`src/rtl/caliptra_prim_fifo_sync_wm.sv`:
```
// Synchronous FIFO with programmable almost-full/almost-empty thresholds,
// a high-watermark occupancy tracker and a sticky overflow flag.
// Depth need not be a power of two; the pointers wrap explicitly at Depth-1.

module caliptra_prim_fifo_sync_wm #(
    parameter int unsigned Width             = 32,
    parameter int unsigned Depth             = 8,
    parameter bit          Pass              = 1'b1,
    parameter bit          OutputZeroIfEmpty = 1'b1,
    localparam int unsigned DepthW           = $clog2(Depth + 1)
) (
    input  logic              clk_i,
    input  logic              rst_i,
    input  logic              clr_i,
    input  logic              wvalid_i,
    output logic              wready_o,
    input  logic [Width-1:0]  wdata_i,
    output logic              rvalid_o,
    input  logic              rready_i,
    output logic [Width-1:0]  rdata_o,
    output logic              full_o,
    output logic [DepthW-1:0] depth_o,
    input  logic [DepthW-1:0] af_th_i,
    input  logic [DepthW-1:0] ae_th_i,
    output logic              almost_full_o,
    output logic              almost_empty_o,
    output logic [DepthW-1:0] wm_o,
    input  logic              wm_clr_i,
    output logic              ovf_o,
    input  logic              ovf_clr_i
);

    localparam int unsigned        PtrW      = (Depth > 1) ? $clog2(Depth) : 1;
    localparam logic [PtrW-1:0]    PtrMax    = PtrW'(Depth - 1);
    localparam logic [DepthW-1:0]  DepthFull = DepthW'(Depth);

    // Advance a pointer by one, wrapping from Depth-1 back to zero.
    function automatic logic [PtrW-1:0] ptr_inc(input logic [PtrW-1:0] ptr);
        logic [PtrW-1:0] nxt;
        if (ptr == PtrMax) begin
            nxt = {PtrW{1'b0}};
        end else begin
            nxt = ptr + PtrW'(1'b1);
        end
        return nxt;
    endfunction

    logic [Width-1:0]  storage_r [Depth];
    logic [PtrW-1:0]   wptr_r;
    logic [PtrW-1:0]   rptr_r;
    logic [DepthW-1:0] depth_r;
    logic [DepthW-1:0] wm_r;
    logic              ovf_r;
    logic              under_rst_r;

    logic              depth_zero_s;
    logic              full_s;
    logic              empty_s;
    logic              wready_s;
    logic              rvalid_s;
    logic              push_s;
    logic              pop_s;
    logic              pass_s;
    logic              write_en_s;
    logic [PtrW-1:0]   wptr_next_s;
    logic [PtrW-1:0]   rptr_next_s;
    logic [DepthW-1:0] depth_next_s;
    logic [DepthW-1:0] wm_next_s;
    logic              ovf_next_s;
    logic [Width-1:0]  rdata_s;

    // Handshake qualification: nothing moves while the reset flag is up.
    always_comb begin
        depth_zero_s = (depth_r == {DepthW{1'b0}});
        full_s       = (depth_r == DepthFull);
        empty_s      = depth_zero_s & ~(Pass & wvalid_i);
        wready_s     = ~full_s & ~under_rst_r;
        rvalid_s     = ~empty_s & ~under_rst_r;
        push_s       = wvalid_i & wready_s;
        pop_s        = rvalid_s & rready_i;
        pass_s       = Pass & depth_zero_s & push_s & pop_s;
        write_en_s   = push_s & ~pass_s & ~clr_i;
    end

    // Next occupancy and pointers; a flush discards any same-cycle push/pop.
    always_comb begin
        depth_next_s = depth_r;
        wptr_next_s  = wptr_r;
        rptr_next_s  = rptr_r;
        if (clr_i) begin
            depth_next_s = {DepthW{1'b0}};
            wptr_next_s  = {PtrW{1'b0}};
            rptr_next_s  = {PtrW{1'b0}};
        end else if (pass_s) begin
            depth_next_s = depth_r;
        end else begin
            case ({push_s, pop_s})
                2'b10: begin
                    depth_next_s = depth_r + DepthW'(1'b1);
                    wptr_next_s  = ptr_inc(wptr_r);
                end
                2'b01: begin
                    depth_next_s = depth_r - DepthW'(1'b1);
                    rptr_next_s  = ptr_inc(rptr_r);
                end
                2'b11: begin
                    wptr_next_s  = ptr_inc(wptr_r);
                    rptr_next_s  = ptr_inc(rptr_r);
                end
                default: begin
                    depth_next_s = depth_r;
                end
            endcase
        end
    end

    // Watermark and overflow next state; flush beats watermark reload, set beats clear.
    always_comb begin
        wm_next_s  = wm_r;
        ovf_next_s = ovf_r;
        if (clr_i) begin
            wm_next_s = {DepthW{1'b0}};
        end else if (wm_clr_i) begin
            wm_next_s = depth_next_s;
        end else if (depth_next_s > wm_r) begin
            wm_next_s = depth_next_s;
        end else begin
            wm_next_s = wm_r;
        end
        if (wvalid_i & full_s & ~under_rst_r) begin
            ovf_next_s = 1'b1;
        end else if (ovf_clr_i) begin
            ovf_next_s = 1'b0;
        end else begin
            ovf_next_s = ovf_r;
        end
    end

    // Control state registers; clr_i acts as the synchronous flush.
    always_ff @(posedge clk_i or posedge rst_i) begin
        if (rst_i) begin
            wptr_r      <= {PtrW{1'b0}};
            rptr_r      <= {PtrW{1'b0}};
            depth_r     <= {DepthW{1'b0}};
            wm_r        <= {DepthW{1'b0}};
            ovf_r       <= 1'b0;
            under_rst_r <= 1'b1;
        end else begin
            wptr_r      <= wptr_next_s;
            rptr_r      <= rptr_next_s;
            depth_r     <= depth_next_s;
            wm_r        <= wm_next_s;
            ovf_r       <= ovf_next_s;
            under_rst_r <= 1'b0;
        end
    end

    // Data storage is intentionally not reset.
    always_ff @(posedge clk_i) begin
        if (write_en_s) begin
            storage_r[wptr_r] <= wdata_i;
        end
    end

    // Read data: bypass on empty, else head of storage, zeroed when not valid.
    always_comb begin
        rdata_s = storage_r[rptr_r];
        if (OutputZeroIfEmpty && !rvalid_s) begin
            rdata_s = {Width{1'b0}};
        end else if (Pass && depth_zero_s && wvalid_i) begin
            rdata_s = wdata_i;
        end else begin
            rdata_s = storage_r[rptr_r];
        end
    end

    // Output mapping; status flags derive from registered occupancy.
    always_comb begin
        wready_o       = wready_s;
        rvalid_o       = rvalid_s;
        rdata_o        = rdata_s;
        full_o         = full_s;
        depth_o        = depth_r;
        wm_o           = wm_r;
        ovf_o          = ovf_r;
        almost_full_o  = (depth_r >= af_th_i);
        almost_empty_o = (depth_r <= ae_th_i) || (ae_th_i >= DepthFull);
    end

    caliptra_prim_fifo_sync_wm_chk #(
        .Width  (Width),
        .DepthW (DepthW),
        .Depth  (Depth)
    ) u_chk (
        .clk_i    (clk_i),
        .rst_i    (rst_i),
        .depth_o  (depth_r),
        .rvalid_o (rvalid_s),
        .wready_o (wready_s),
        .rdata_o  (rdata_s)
    );

endmodule

// Invariant checker for the FIFO; holds only properties, no logic.
module caliptra_prim_fifo_sync_wm_chk #(
    parameter int unsigned Width  = 32,
    parameter int unsigned DepthW = 4,
    parameter int unsigned Depth  = 8
) (
    input logic              clk_i,
    input logic              rst_i,
    input logic [DepthW-1:0] depth_o,
    input logic              rvalid_o,
    input logic              wready_o,
    input logic [Width-1:0]  rdata_o
);

    a_depth_bound: assert property (@(posedge clk_i) disable iff (rst_i)
        depth_o <= DepthW'(Depth));

    a_rdata_known: assert property (@(posedge clk_i) disable iff (rst_i)
        rvalid_o |-> !$isunknown(rdata_o));

    a_ctrl_known: assert property (@(posedge clk_i) disable iff (rst_i)
        !$isunknown({depth_o, rvalid_o, wready_o}));

endmodule

```
`config.mk`:
```
export PLATFORM = sky130hd
export DESIGN_NAME = caliptra_prim_fifo_sync_wm
export DESIGN_NICKNAME = d
export VERILOG_FILES = /design/src/rtl/caliptra_prim_fifo_sync_wm.sv
export SDC_FILE = /design/constraint.sdc
export NUM_CORES = 1
export LEC_CHECK = 0
export BUFFER_PORTS_ARGS = -buffer_cell sky130_fd_sc_hd__clkbuf_2
export CAP_MARGIN = 20
export CORE_MARGIN = 10
export CORE_UTILIZATION = 54
export DETAILED_ROUTE_END_ITERATION = 10
export HOLD_SLACK_MARGIN = 0.02
export PLACE_DENSITY = 0.76
export SYNTH_ARGS = -nofsm -noshare
export SYNTH_HDL_FRONTEND = slang
export SYNTH_HIERARCHICAL = 1
export SYNTH_SLANG_ARGS = --single-unit
```
`constraint.sdc`:
```
create_clock -name clk_i -period 4 [get_ports clk_i]
set_clock_uncertainty 0.05 [all_clocks]
set_input_delay 0.2 -clock clk_i [delete_from_list [all_inputs] [get_ports clk_i]]
set_output_delay 0.2 -clock clk_i [all_outputs]
set_load 0.01 [all_outputs]
```
Word level (Yosys, flattened, before mapping)

Memory sizes are Yosys's and may differ from the RTL's.
Cells that the tools add are included.

Output and inout bits: 46
ROM bits: 0
Register bits after elaboration: 16
Bits in latches: 0
Memory bits (writable): 256
Memories kept: 1
Input bits: 47

Shift-type cells: 0
Reductions and logical operators: 11
Eq/ne operators: 7
Add/sub/neg operators: 4
$lt $le $gt $ge: 4
Multipliers: 0
Div/mod/pow operators: 0
Bitwise gates (word level): 17
Mux-type cells: 20

Memory list:

| memory    | words | bits a word | rd ports | clocked after Yosys merged registers in | write ports | line | text |
|---|---|---|---|---|---|---|---|
| storage_r | 8     | 32          | 1        | 0                                       | 1           | 48   | `logic [Width-1:0] storage_r [Depth];` |

Operator list:

| cell                                                                | count |
|---|---|
| 32-bit two-way mux                                                  | 2 |
| 3-bit two-way mux                                                   | 8 |
| 4-bit two-way mux                                                   | 5 |
| 1-bit AND                                                           | 11 |
| 4-bit one-hot mux with 2 select lines                               | 1 |
| 3-bit by 1-bit adder with 3-bit output (second input constant)      | 2 |
| 3-bit == test (second input constant)                               | 2 |
| 1-bit NOT                                                           | 6 |
| 2-bit nonzero test                                                  | 3 |
| 4-bit by 1-bit adder with 4-bit output (second input constant)      | 1 |
| 2-bit == test (second input constant)                               | 2 |
| 4-bit == test (second input constant)                               | 1 |
| 4-bit >= comparator                                                 | 1 |
| 4-bit >= comparator (second input constant)                         | 1 |
| 4-bit greater-than comparator                                       | 1 |
| 4-bit <= comparator                                                 | 1 |
| 4-bit zero test                                                     | 1 |
| 1-bit two-way mux                                                   | 4 |
| 2-bit AND reduction                                                 | 2 |
| 2-bit OR reduction                                                  | 2 |
| 4-bit by 1-bit subtractor with 4-bit output (second input constant) | 1 |
| 3-bit nonzero test                                                  | 1 |
| 2-bit by 1-bit == test with 1-bit output (second input constant)    | 1 |
| 2-bit inequality test (second input constant)                       | 1 |
| 2 further kinds                                                     | 2 |

Logic depth before layout (Yosys ltp)

Gate-level depths: netlist (run 1).

Depth in word-level cells: 13
Gate-level depth with buffers: 17

Least setup slack after synthesis (run 1)

OpenSTA, ideal clock, no wires.

Kind: flip-flop to flip-flop
From: register depth_r[1], in the netlist depth_o[1]
To: memory storage_r[0][0], enable pin
Buffers on the path: 1
Setup slack: -0.187 ns
Data required time: 3.489 ns
Library setup time: 0.461 ns
Cell stages (with the launch flop): 9
Arrival: 3.676 ns
Cells stage by stage: dfrtp_1 > buf_6 > nor3_4 > nand2_1 > inv_2 > or2_4 > a211oi_1 > nand2b_1 > nor3_1

Longest elaborated chain between the ends: 11
Elaborated cells between the ends (all ways): 16
Classes of those cells: 1 x eq/ne; 2 x mux; 12 x bitwise; 1 x reduce/logical

Ends and longest elaborated chain:

| item                                      | line | text |
|---|---|---|
| from (decl)                               | 51   | `logic [DepthW-1:0] depth_r;` |
| from (signal assigned)                    | 144  | `depth_r <= {DepthW{1'b0}};` |
| from (signal assigned)                    | 151  | `depth_r <= depth_next_s;` |
| 4-bit == test *                           | 75   | `full_s = (depth_r == DepthFull);` |
| via full_o                                | 21   | `output logic full_o,` |
| 1-bit NOT *                               | 77   | `wready_s = ~full_s & ~under_rst_r;` |
| 1-bit AND *                               | 77   |  |
| 1-bit AND *                               | 79   | `push_s = wvalid_i & wready_s;` |
| 1-bit AND (2 in series)                   | 81   | `pass_s = Pass & depth_zero_s & push_s & pop_s;` |
| 1-bit NOT                                 | 82   | `write_en_s = push_s & ~pass_s & ~clr_i;` |
| 1-bit AND * (2 in series)                 | 82   |  |
| 1-bit two-way mux *                       | 160  | `if (write_en_s) begin` |
| 1-bit two-way mux (implied by the code) * | 161  | `storage_r[wptr_r] <= wdata_i;` |
| to (decl)                                 | 48   |  |

Mark *: on every way through the listed nets, which the timed path passes. The rest lies on a longest branch.

Final worst setup path (run 1)

From: register depth_r[2], in the netlist depth_o[2]
To: register wm_r[2], in the netlist wm_o[2]

Longest elaborated chain between the ends: 12
Elaborated cells between the ends (all ways): 23
Classes of those cells: 2 x add/sub; 1 x order compare; 3 x eq/ne; 6 x mux; 9 x bitwise; 2 x reduce/logical

Ends and longest elaborated chain:

| item                                                                                  | line | text |
|---|---|---|
| 4-bit zero test                                                                       | 74   | `depth_zero_s = (depth_r == {DepthW{1'b0}});` |
| 1-bit AND                                                                             | 76   | `empty_s = depth_zero_s & ~(Pass & wvalid_i);` |
| 1-bit NOT                                                                             | 78   | `rvalid_s = ~empty_s & ~under_rst_r;` |
| 1-bit AND                                                                             | 78   |  |
| 1-bit AND                                                                             | 80   | `pop_s = rvalid_s & rready_i;` |
| 2-bit by 1-bit == test with 1-bit output / 2-bit == test (equally long branches)      | 97   | `case ({push_s, pop_s})` |
| 4-bit one-hot mux with 2 select lines                                                 | 97   |  |
| 4-bit two-way mux *                                                                   | 94   | `end else if (pass_s) begin` |
| 4-bit two-way mux *                                                                   | 90   | `if (clr_i) begin` |
| via depth_next_s[2]                                                                   | 67   | `logic [DepthW-1:0] depth_next_s;` |
| parallel branches: the longest is 3 deep, another holds 4-bit greater-than comparator | --   |  |
| to (signal assigned)                                                                  | 145  | `wm_r <= {DepthW{1'b0}};` |
| to (signal assigned)                                                                  | 152  | `wm_r <= wm_next_s;` |
| to (decl)                                                                             | 52   | `logic [DepthW-1:0] wm_r;` |

Mark *: on every way through the listed nets, which the timed path passes. The select of a mux whose other input is x is not followed.
A chain may end at the register's enable or synchronous reset.

==> results by group, run 1 <==
Outcome
  – Run status: completed

Critical path
  – Worst Reg-to-Reg Cells: 15
  – Startpoint types: flop
  – R2R Setup Slk: 0.20 ns
  – WS Path Type: flop to flop
  – RR Endpoint: wm_o[2]$_DFFE_PP0P_
  – Max Fanout on Critical Path: 6
  – Worst EP required: approximately 4.4 ns
  – Crit path arrival time: around 4.2 ns
  – Critical R2R Launch: depth_o[2]$_DFF_PP0_
  – Critical path endpoint category: flop

Clock network
  – Clock Latency Late Sink: ~0.54 ns
  – Clock-pin slew on the worst setup and hold paths: 0.06 ns
  – H-tree levels: 1
  – Max clock buf depth: 3
  – CTS buffer count: 28
  – Root buf cell: clkbuf_16
  – CTS Sinks: between 200 and 300
  – CTS tree: built

Worst hold path
  – Worst min-delay path startpoint: rready_i
  – Hold Path Sink: wptr_r[0]$_DFFE_PP0P_
  – WHS Path Cells: 5
  – HP Class: primary input to flop

Finish
  – Fraction of layout instances using a drive strength above 1: roughly a third
  – Layout area overhead: 19.9%
  – Fin cells: between 1000 and 1500
  – Number of nets in the layout: between 800 and 900

Synth
  – Predominant post-synthesis flop cell: edfxtp_1
  – Synth Warn #: 6
  – Post-Syn Instances: 594
  – Register bit total from synthesis: ~270
  – Most frequent cells after synthesis: edfxtp_1 (256), mux4_2 (64), nor2_1 (48)
  – Async set-reset flop share out of synthesis: 5.88%
  – Post-synth EDFFs: 256
  – Syn Area/Cell: ~19 sq um
  – Largest area contributor in the netlist: edfxtp_1
  – Synth cell types: 46
  – Largest cells by area after synthesis: edfxtp_1 (68%), mux4_2 (13%), dfrtp_1 (3.3%)
  – Syn nets: 660
  – Register area share after synthesis: between 70% and 80%
  – Top cell type's share of synthesized area: about 70%
  – Post-synthesis cell area: between 10000 and 15000 sq um
  – Most common cell in the synthesized netlist: edfxtp_1

Placed design
  – Placed Cells: roughly 950
  – Port bufs: 92
  – GPL Wtd Cong: about 0.77
  – Dpl hpwl: around 15000 microns

Detailed routing
  – First-pass DRT Iterations: 5
  – Vias: about 6200
  – WL final: ~25000 microns
  – Drt wl/cell: ~24 microns
  – Detailed Route Iter0 Violations: approximately 600
  – Antenna viol nets, final: 0
  – Detailed-route DRC error count: 0
  – Vias/cell: roughly 6.0

Global route
  – Initial antenna violation count: 1
  – Vias in the first global route: about 6800
  – Grt met2 use: 32.1%
  – Met1 usage in global routing: between 20% and 30%
  – GRT met3 Usage: between 3 and 4%
  – Busiest grt layer: met2
  – First-pass GRT wire length: around 39000 microns
  – Overflow after GRT: 0
  – Largest net degree at the start of global routing: 34
  – Tot GR Track Use: a little under a fifth

Power and ir drop
  – Cell leakage power: 4.57 nW
  – Pwr/cell area: 476 nW/um^2
  – Clock power share: between 30% and 40%
  – Psw: ~0.0015 W
  – Final total power: 0.00644 W
  – Flop pwr share: approximately 50%
  – Switching Fraction: between 20% and 30%
  – Comb pwr share: between 10% and 20%
  – Cell-internal power: about 0.0049 W
  – Worst vdd ir: ~0.36 mV

Timing
  – Final setup viols: 0
  – Final Hold Fails: 0
  – Setup TNS: 0 ns
  – Fin. max-slew vios: 0
  – Achievable frequency: ~260 MHz
  – Fin crit period: between 3 and 4 ns
  – Fin crit share: a little over nine tenths
  – Slew HR: approximately 34%
  – Worst slew pin tran: 0.983 ns
  – Hold Slack: ~0.096 ns

Die
  – Die Y: about 160 microns
  – Starting density of the core: between 50% and 60%
  – Die X: between 150 and 200 microns
  – # rows: between 50 and 60
  – IO Pins: just over 90
  – Die ar.: 27100 sq um
  – Core Box Area: between 20000 and 25000 sq um

Flow run
  – Maxcap violations: 0
## cell families (layout without fill, tap and decap cells)
kind of cell | Yosys count | count (layout) | share of synthesized area (%)
XOR/XNOR | 5 | 5 | 0.388
AO/OA/AOI/OAI | 57 | 57 | 3.73
adder cells (fa/ha/maj) | 19 | 19 | 2.11
AND/OR/NAND/NOR | 88 | 88 | 3.92
buffers and inverters | 50 | 223 | 1.88
multiplexers | 102 | 102 | 16.2
other | 1 | 2 | 0.0333
flip-flops | 272 | 272 | 71.7
## metrics by stage
stage	util [%]	area (sq um)	setup slack, ns
final	66.4	13500	0.197
after global routing	66.4	13500	-0.0464
after CTS	66.1	13500	0.0115
after detailed placement	59.9	12200	0.106
after global placement	59.9	12200	0.399
after floorplan	-	11300	0.307
## registers in the layout (all words and copies together) (netlist names)
| name | flops |
|---|---|
| storage_r | 256 |
| depth_o | 4 |
| wm_o | 4 |
| rptr_r | 3 |
| wptr_r | 3 |
| ovf_o | 1 |
| under_rst_r | 1 |
## routing by layer
| layer | routed length [microns] | vias up |
|---|---|---|
| li1 | - | 2709 |
| met1 | 9740 | 3194 |
| met2 | 13000 | 232 |
| met3 | 1440 | 49 |
| met4 | 639 | 0 |
| met5 | 0 | - |
## worst max path at each step
stage	slack (ns)	start	to
finish	0.20	depth_o[2]$_DFF_PP0_	wm_o[2]$_DFFE_PP0P_
global route	-0.05	depth_o[2]$_DFF_PP0_	wm_o[1]$_DFFE_PP0P_
CTS	0.01	depth_o[1]$_DFF_PP0_	wm_o[2]$_DFFE_PP0P_
floorplan	0.31	depth_o[2]$_DFF_PP0_	wm_o[1]$_DFFE_PP0P_
detailed placement	0.11	depth_o[1]$_DFF_PP0_	wm_o[2]$_DFFE_PP0P_
global placement	0.40	depth_o[1]$_DFF_PP0_	wm_o[1]$_DFFE_PP0P_
## timing repair
item / in CTS / in global routing
endpoints found under the setup margin: 0 / 4
hold endpoints to repair: 278 / 0
gates resized for setup: 0 / 7
buffers inserted: 0 / 3
hold buffers: 36 / 0
## cells in the final DEF, fill, tap and decap left out, types with 2 or more instances in the layout
cell	instances
a211oi_1	34
a21oi_1	5
buf_12	2
buf_4	24
bufinv_16	3
clkbuf_1	9
clkbuf_16	28
clkbuf_2	92
clkinv_1	4
clkinv_2	5
dfrtp_1	9
dfrtp_2	5
dlygate4sd3_1	36
edfxtp_1	256
ha_1	19
inv_1	16
inv_2	2
mux2_2	2
mux2i_1	35
mux4_2	64
nand2_1	11
nand2_2	2
nand2b_1	7
nand3b_1	2
nor2_1	41
nor2_4	6
nor2b_1	4
nor3_4	3
o21a_1	2
o21ai_0	5
o31a_1	2
or3_1	2
xnor2_1	3
## layout make-up
| cell class | count | area (sq um) |
|---|---|---|
| Sequential cell | 272 | 8100 |
| Antenna cell | 1 | 2.50 |
| Clock inverter | 14 | 171 |
| Multi-Input combinational cell | 272 | 3060 |
| Tap cell | 270 | 338 |
| Clock buffer | 37 | 734 |
| Inverter | 18 | 67.6 |
| Fill cell | 1341 | 6850 |
| Timing Repair Buffer | 154 | 1040 |
## critical path, cell delays in order, from the launching register on
cell      delay (ns)
dfrtp_2         0.48
o31a_1          0.36
or3_4           0.36
xnor2_1         0.14
ha_1            0.21
a21oi_2         0.16
nor4_1          0.08
nor3_1          0.24
xnor2_1         0.17
nor2_2          0.08
ha_1            0.31
o211ai_1        0.11
nand3b_1        0.13
a211oi_2        0.27
buf_4           0.19
mux2_2          0.34
## power groups by stage
stage,clock [W],combinational (W),sequential [W]
6_report,0.00255,0.000690,0.00320
5_1_grt,0.00271,0.000756,0.00320
4_1_cts,0.00259,0.000685,0.00320
3_5_place_dp,0,0.000647,0.00326
3_3_place_gp,0,0.000617,0.00326
2_1_floorplan,0,0.000430,0.00323
Power figures use the tool's default switching activity.
==> inputs of run 2 (changes only) <==
- SKIP_CTS_REPAIR_TIMING: default -> 1
- SYNTH_HIERARCHICAL: 1 -> default
==> run 2 against run 1 <==
Register-to-register slack worse by 0.02 ns. Wire length increased by 0.20%. Combinational power about the same. Non-clock buffer count shrank 1. Design area barely moved. Critical endpoint unchanged. Highest routed layer unchanged.
==> results by group, run 2 <==
Timing
  – Final setup viols: 0 (unchanged)
  – Fin. max-slew vios: 0 (unchanged)
  – Worst slew pin tran: 0.994 ns (+0.0101 ns)
  – Achievable frequency: 262 MHz (-0.48%)
  – Slew HR: 33.8% (-0.67 points)
  – Fin crit period: 3.82 ns (+0.0184 ns)
  – Fin crit share: 95.5% (+0.46 points)
  – Final Hold Fails: 0 (unchanged)

Placed design
  – Port bufs: 92 (unchanged)
  – Area post-placement: 12200 sq um (unchanged)
  – GPL Wtd Cong: 0.768 (unchanged)
  – Dpl hpwl: 14800 microns (unchanged)

Synth
  – Most common cell in the synthesized netlist: edfxtp_1
  – Largest area contributor in the netlist: edfxtp_1
  – Synth cell types: 46 (unchanged)
  – Most frequent cells after synthesis: edfxtp_1 (256), mux4_2 (64), nor2_1 (48)
  – Post-Syn Instances: 594 (unchanged)
  – Post-Synth Adder-Cell Area: 2.11% (unchanged)
  – Largest family of logic cells by synthesized area: multiplexers
  – Post-synthesis mux area share: 16.2% (unchanged)
  – Synth Area in Simple Gates: 3.92% (unchanged)
  – Top cell type's share of synthesized area: 68.2% (unchanged)
  – Post-synthesis compound-gate area fraction: 3.73% (unchanged)
  – Syn Area/Cell: 19.0 sq um (unchanged)
  – Register bit total from synthesis: 272 (unchanged)
  – Register area share after synthesis: 71.7% (unchanged)
  – Predominant post-synthesis flop cell: edfxtp_1
  – Synth Warn #: 0 (-6)
  – Post-synthesis cell area: 11300 sq um (unchanged)
  – Largest cells by area after synthesis: edfxtp_1 (68%), mux4_2 (13%), dfrtp_1 (3.3%)
  – Post-synth EDFFs: 256 (unchanged)
  – Syn nets: 660 (unchanged)
  – Async set-reset flop share out of synthesis: 5.88% (unchanged)
  – Post-Synth XOR/XNOR Area: 0.388% (unchanged)

Clock network
  – CTS Sinks: 272 (unchanged)
  – Clock Latency Late Sink: 0.54 ns (about the same)
  – CTS buffer count: 28 (unchanged)
  – H-tree levels: 1 (unchanged)
  – Clock-pin slew on the worst setup and hold paths: 0.06 ns (about the same)
  – CTS tree: built
  – Root buf cell: clkbuf_16
  – Max clock buf depth: 3 (unchanged)

Detailed routing
  – WL final: 24900 microns (+0.20%)
  – Drt wl/cell: 24.0 microns (+0.30%)
  – Detailed Route Iter0 Violations: 551 (-8.3%)
  – First-pass DRT Iterations: 5 (unchanged)
  – Antenna viol nets, final: 0 (unchanged)
  – Vias: 6209 (+0.40%)
  – Vias/cell: 5.99 (+0.50%)
  – Detailed-route DRC error count: 0 (unchanged)

Die
  – # rows: 52 (unchanged)
  – Die X: 165 microns (unchanged)
  – Die Y: 165 microns (unchanged)
  – Die ar.: 27100 sq um (unchanged)
  – IO Pins: 93 (unchanged)
  – Core Box Area: 20400 sq um (unchanged)
  – Starting density of the core: 55.4% (unchanged)

Finish
  – Largest register FFs: 256 (unchanged)
  – Register name with the most flops: storage_r
  – Layout area overhead: 19.8% (about the same)
  – Number of nets in the layout: 811 (-0.12%)
  – Most frequent cells in the layout: edfxtp_1 (256), clkbuf_2 (92), mux4_2 (64)
  – Fraction of layout instances using a drive strength above 1: 33.2% (+0.043 points)
  – Leading cell type in the layout, fill and taps excluded: edfxtp_1
  – Final instance area: 13500 sq um (about the same)

Critical path
  – WS Path Type: flop to flop
  – Max Fanout on Critical Path: 6 (unchanged)
  – Delay of the slowest critical-path stage: 0.47 ns (about the same)
  – Critical path endpoint category: flop
  – Startpoint types: flop
  – Crit path arrival time: 4.20 ns (+0.02 ns)
  – Worst EP required: 4.38 ns (about the same)
  – WP buf/inv: 1 (unchanged)
  – CP max stage cell: dfrtp_2
  – Top delay family on crit path: compound AO/OA/AOI/OAI gates
  – Worst path cell trace: o31a_1 -> or3_4 -> xnor2_1 -> ha_1 -> a21oi_2 -> nor4_1 -> nor3_1 -> xnor2_1 -> nor2_2 -> ha_1 -> o211ai_1 -> nand3b_1 -> a211oi_2 -> buf_4 -> mux2_2

Outcome
  – Run status: completed

Power and ir drop
  – Final total power: 0.00644 W (about the same)
  – Worst vdd ir: 0.352 mV (-1.2%)
  – Pwr/cell area: 476 nW/um^2 (about the same)
  – Cell leakage power: 4.56 nW (-0.15%)

Global route
  – Largest net degree at the start of global routing: 34 (unchanged)
  – First-pass GRT wire length: 38500 microns (-1.3%)
  – Initial antenna violation count: 1 (unchanged)
  – Overflow after GRT: 0 (unchanged)
  – Tot GR Track Use: 18.4% (-0.21 points)
  – Vias in the first global route: 6684 (-2.0%)

Flow run
  – Maxcap violations: 0 (unchanged)

Worst hold path
  – HP Class: primary input to flop
==> run 2: final timing paths <==
check,to,slack [ns],startpoint,depth (start not counted)
hold / removal,ovf_o$_DFFE_PP0P_,0.02,wvalid_i,3
setup / recovery,wm_o[2]$_DFFE_PP0P_,0.18,depth_o[2]$_DFF_PP0_,15
max in group asynchronous,rptr_r[0]$_DFFE_PP0P_,3.20,rst_i,3
hold reg to reg,ovf_o$_DFFE_PP0P_,0.49,ovf_o$_DFFE_PP0P_,2
min in group asynchronous,wm_o[0]$_DFFE_PP0P_,0.22,rst_i,3
setup reg to reg,wm_o[2]$_DFFE_PP0P_,0.18,depth_o[2]$_DFF_PP0_,15
==> run 2: per-stage QoR <==
step	util [%]	setup slack (ns)	hold slack [ns]	setup TNS, ns	instances
finish	66.3	0.179	0.0214	0	1037
detailed placement	59.9	0.106	0.246	0	947
global route	66.3	-0.0740	0.0310	-0.142	1036
global placement	59.9	0.399	0.237	0	947
CTS	64.4	0.0115	-0.334	0	998
floorplan	-	0.307	0.0630	0	594
==> run 2: cell type report <==
cell class / count / area, sq um
antenna: 1 / 2.50
clock buffer: 37 / 734
clock inverter: 14 / 171
fill: 1343 / 6860
inverter: 18 / 67.6
multi-input combinational: 272 / 3060
sequential: 272 / 8100
tap: 270 / 338
timing repair buffer: 153 / 1030
==> run 2: kinds of logic (layout without fill, tap and decap cells) <==
| logic type | after synthesis | count (layout) |
|---|---|---|
| xor gates and xnor gates | 5 | 5 |
| muxes | 102 | 102 |
| DFF | 272 | 272 |
| adders and majority gates | 19 | 19 |
| other | 1 | 2 |
| and+or+nand+nor | 88 | 88 |
| buffers and inverters | 50 | 222 |
| AOI/OAI and AO/OA | 57 | 57 |
==> run 2: metal layers <==
layer	GRT usage, %	wire length [microns]	vias up
met2	31.9	13100	240
met3	3.63	1430	50
met1	23.1	9750	3215
li1	-	-	2704
met5	0	0	-
met4	5.56	573	0
==> run 2: tightest hold or removal path, stage by stage <==
cell	delay [ns]
clkbuf_2	0.16
nand2b_1	0.13
o22ai_1	0.08
==> run 2: report_power, final <==
part / switching [W] / internal (W)
registers: 0.0000509 / 0.00315
clock network: 0.00105 / 0.00149
logic: 0.000386 / 0.000305
==> inputs of run 3 (changes only) <==
==> constraint.sdc (replaced) <==
create_clock -name clk_i -period 4 [get_ports clk_i]
set_clock_uncertainty 0.05 [all_clocks]
set_input_delay 0.4 -clock clk_i [delete_from_list [all_inputs] [get_ports clk_i]]
set_output_delay 0.4 -clock clk_i [all_outputs]
set_load 0.01 [all_outputs]
==> run 3 against run 2 <==
Worst hold slack improved by 0.020 ns. Sequential cell count stayed put. Final cell count is 3.6% lower. Die area stayed put. Critical path depth unchanged. Non-clock buffer count decreased by 37. Register-to-register slack barely moved. Sequential share of layout area is 1.6 points higher. Largest cell class unchanged.
==> results by group, run 3 (same netlist as run 2, synthesis figures left out) <==
Timing
  – Fin crit share: 95.3% (-0.21 points)
  – Fin crit period: 3.81 ns (-0.00844 ns)
  – Worst slew pin tran: 0.969 ns (-0.0250 ns)
  – Setup TNS: 0 ns (unchanged)
  – RSZ-0062 raised after global routing: false
  – Final setup viols: 0 (unchanged)
  – Fin. max-slew vios: 0 (unchanged)
  – Slew HR: 35.4% (+1.7 points)
  – Final Hold Fails: 0 (unchanged)
  – Achievable frequency: 262 MHz (+0.22%)

Finish
  – Largest register FFs: 256 (unchanged)
  – Fraction of layout instances using a drive strength above 1: 34.1% (+0.91 points)
  – Multi-input gate area: 3050 sq um (-0.61%)
  – Most frequent cells in the layout: edfxtp_1 (256), clkbuf_2 (92), mux4_2 (64)
  – Leading cell type in the layout, fill and taps excluded: edfxtp_1
  – Storage cell area: 8100 sq um (about the same)
  – Layout area overhead: 16.6%
  – Number of nets in the layout: 773 (-4.7%)
  – Total of fill cells in the finished design: 1361 (+1.3%)
  – Register name with the most flops: storage_r

Die
  – # rows: 52 (unchanged)
  – Die ar.: 27100 sq um (unchanged)
  – Die X: 165 microns (unchanged)
  – IO Pins: 93 (unchanged)
  – Core Box Area: 20400 sq um (unchanged)
  – Die Y: 165 microns (unchanged)
  – Starting density of the core: 55.4% (unchanged)

Global route
  – Initial antenna violation count: 1 (unchanged)
  – Vias in the first global route: 6330 (-5.3%)
  – Largest net degree at the start of global routing: 37 (+8.8%)
  – Tot GR Track Use: 17.5% (-0.96 points)
  – First-pass GRT wire length: 36500 microns (-5.3%)
  – Overflow after GRT: 0 (unchanged)

Critical path
  – Max Fanout on Critical Path: 12 (+6)
  – Worst EP required: 4.36 ns (-0.02 ns)
  – Critical R2R Launch: depth_o[1]$_DFF_PP0_
  – RR Endpoint: wm_o[2]$_DFFE_PP0P_
  – Startpoint types: flop
  – Crit path arrival time: 4.18 ns (-0.02 ns)
  – WS Path Type: flop to flop
  – Worst Reg-to-Reg Cells: 15 (unchanged)
  – Critical path endpoint category: flop
  – R2R Setup Slk: 0.19 ns (about the same)

Worst hold path
  – Worst min-delay path startpoint: ovf_clr_i
  – WHS Path Cells: 2 (-1)
  – Hold Path Sink: ovf_o$_DFFE_PP0P_
  – HP Class: primary input to flop

Clock network
  – CTS tree: built
  – Root buf cell: clkbuf_16
  – Clock Latency Late Sink: 0.53 ns (about the same)
  – CTS buffer count: 27 (-3.6%)
  – CTS Sinks: 272 (unchanged)
  – Max clock buf depth: 3 (unchanged)
  – H-tree levels: 1 (unchanged)
  – Clock-pin slew on the worst setup and hold paths: 0.06 ns (about the same)

Detailed routing
  – First-pass DRT Iterations: 5 (unchanged)
  – Vias: 5912 (-4.8%)
  – WL final: 23300 microns (-6.2%)
  – Drt wl/cell: 23.3 microns (-2.7%)
  – Vias/cell: 5.91 (-1.3%)
  – Detailed-route DRC error count: 0 (unchanged)
  – Detailed Route Iter0 Violations: 488 (-11%)
  – Antenna viol nets, final: 0 (unchanged)

Power and ir drop
  – Worst vdd ir: 0.364 mV (+3.4%)
  – Cell leakage power: 4.41 nW (-3.4%)
  – Pwr/cell area: 487 nW/um^2 (+2.2%)
  – Final total power: 0.00640 W (-0.51%)

Outcome
  – Run status: completed

Placed design
  – GPL Wtd Cong: 0.753 (-1.8%)
  – Port bufs: 92 (unchanged)
  – Dpl hpwl: 14100 microns (-4.2%)

Flow run
  – Maxcap violations: 0 (unchanged)
[run 3: layer usage]
| metal | part of all wire [%] | GRT usage (%) | up-vias |
|---|---|---|---|
| met5 | 0 | 0 | - |
| met3 | 6.5 | 3.71 | 28 |
| li1 | - | - | 2630 |
| met2 | 52 | 30.3 | 169 |
| met1 | 39 | 21.9 | 3085 |
| met4 | 1.8 | 4.63 | 0 |
[run 3: critical path, cell delays in order (launching register included)]
cell and delay [ns]:
dfrtp_2 0.52, o31a_1 0.35, or3_4 0.36, xnor2_1 0.20
ha_1 0.19, a21oi_1 0.06, nor4_1 0.26, nor3_1 0.10
xnor2_1 0.14, nor2_1 0.21, ha_1 0.30, o211ai_1 0.10
nand3b_1 0.10, a211oi_1 0.25, buf_4 0.19, mux2_2 0.33
[run 3: how the worst max path moves through the flow]
stage | from | cells after the start | to | slack (ns)
2_1_floorplan | depth_o[2]$_DFF_PP0_ | 15 | wm_o[1]$_DFFE_PP0P_ | 0.31
3_3_place_gp | depth_o[1]$_DFF_PP0_ | 15 | wm_o[1]$_DFFE_PP0P_ | 0.40
3_5_place_dp | depth_o[1]$_DFF_PP0_ | 15 | wm_o[2]$_DFFE_PP0P_ | 0.14
4_1_cts | depth_o[1]$_DFF_PP0_ | 15 | wm_o[2]$_DFFE_PP0P_ | 0.10
5_1_grt | depth_o[2]$_DFF_PP0_ | 15 | wm_o[2]$_DFFE_PP0P_ | 0.01
6_report | depth_o[1]$_DFF_PP0_ | 15 | wm_o[2]$_DFFE_PP0P_ | 0.19
[run 3: metrics by stage]
stage | setup WS (ns) | instances | hold WS (ns) | area (sq um) | utilization [%]
after floorplan | 0.307 | 594 | 0.263 | 11300 | -
after global placement | 0.396 | 947 | 0.439 | 12200 | 60.0
after detailed placement | 0.138 | 947 | 0.448 | 12200 | 60.0
after CTS | 0.101 | 997 | -0.117 | 13100 | 64.5
after global routing | 0.0118 | 998 | 0.0476 | 13100 | 64.5
final | 0.188 | 1000 | 0.0415 | 13100 | 64.6
[run 3: report_power, final]
group / leakage (nW) / internal, W / switching, W
sequential: 2.51 / 0.00315 / 0.0000406
clock: 0.447 / 0.00155 / 0.00101
combinational: 1.45 / 0.000277 / 0.000372
[run 3: layout make-up]
cell class	count	share of cell area, %
sequential	272	61.6
multi-input combinational	272	23.2
clock buffer	29	5.20
timing repair buffer	116	5.18
tap	270	2.57
clock inverter	21	1.75
inverter	18	0.514
antenna	2	0.0381
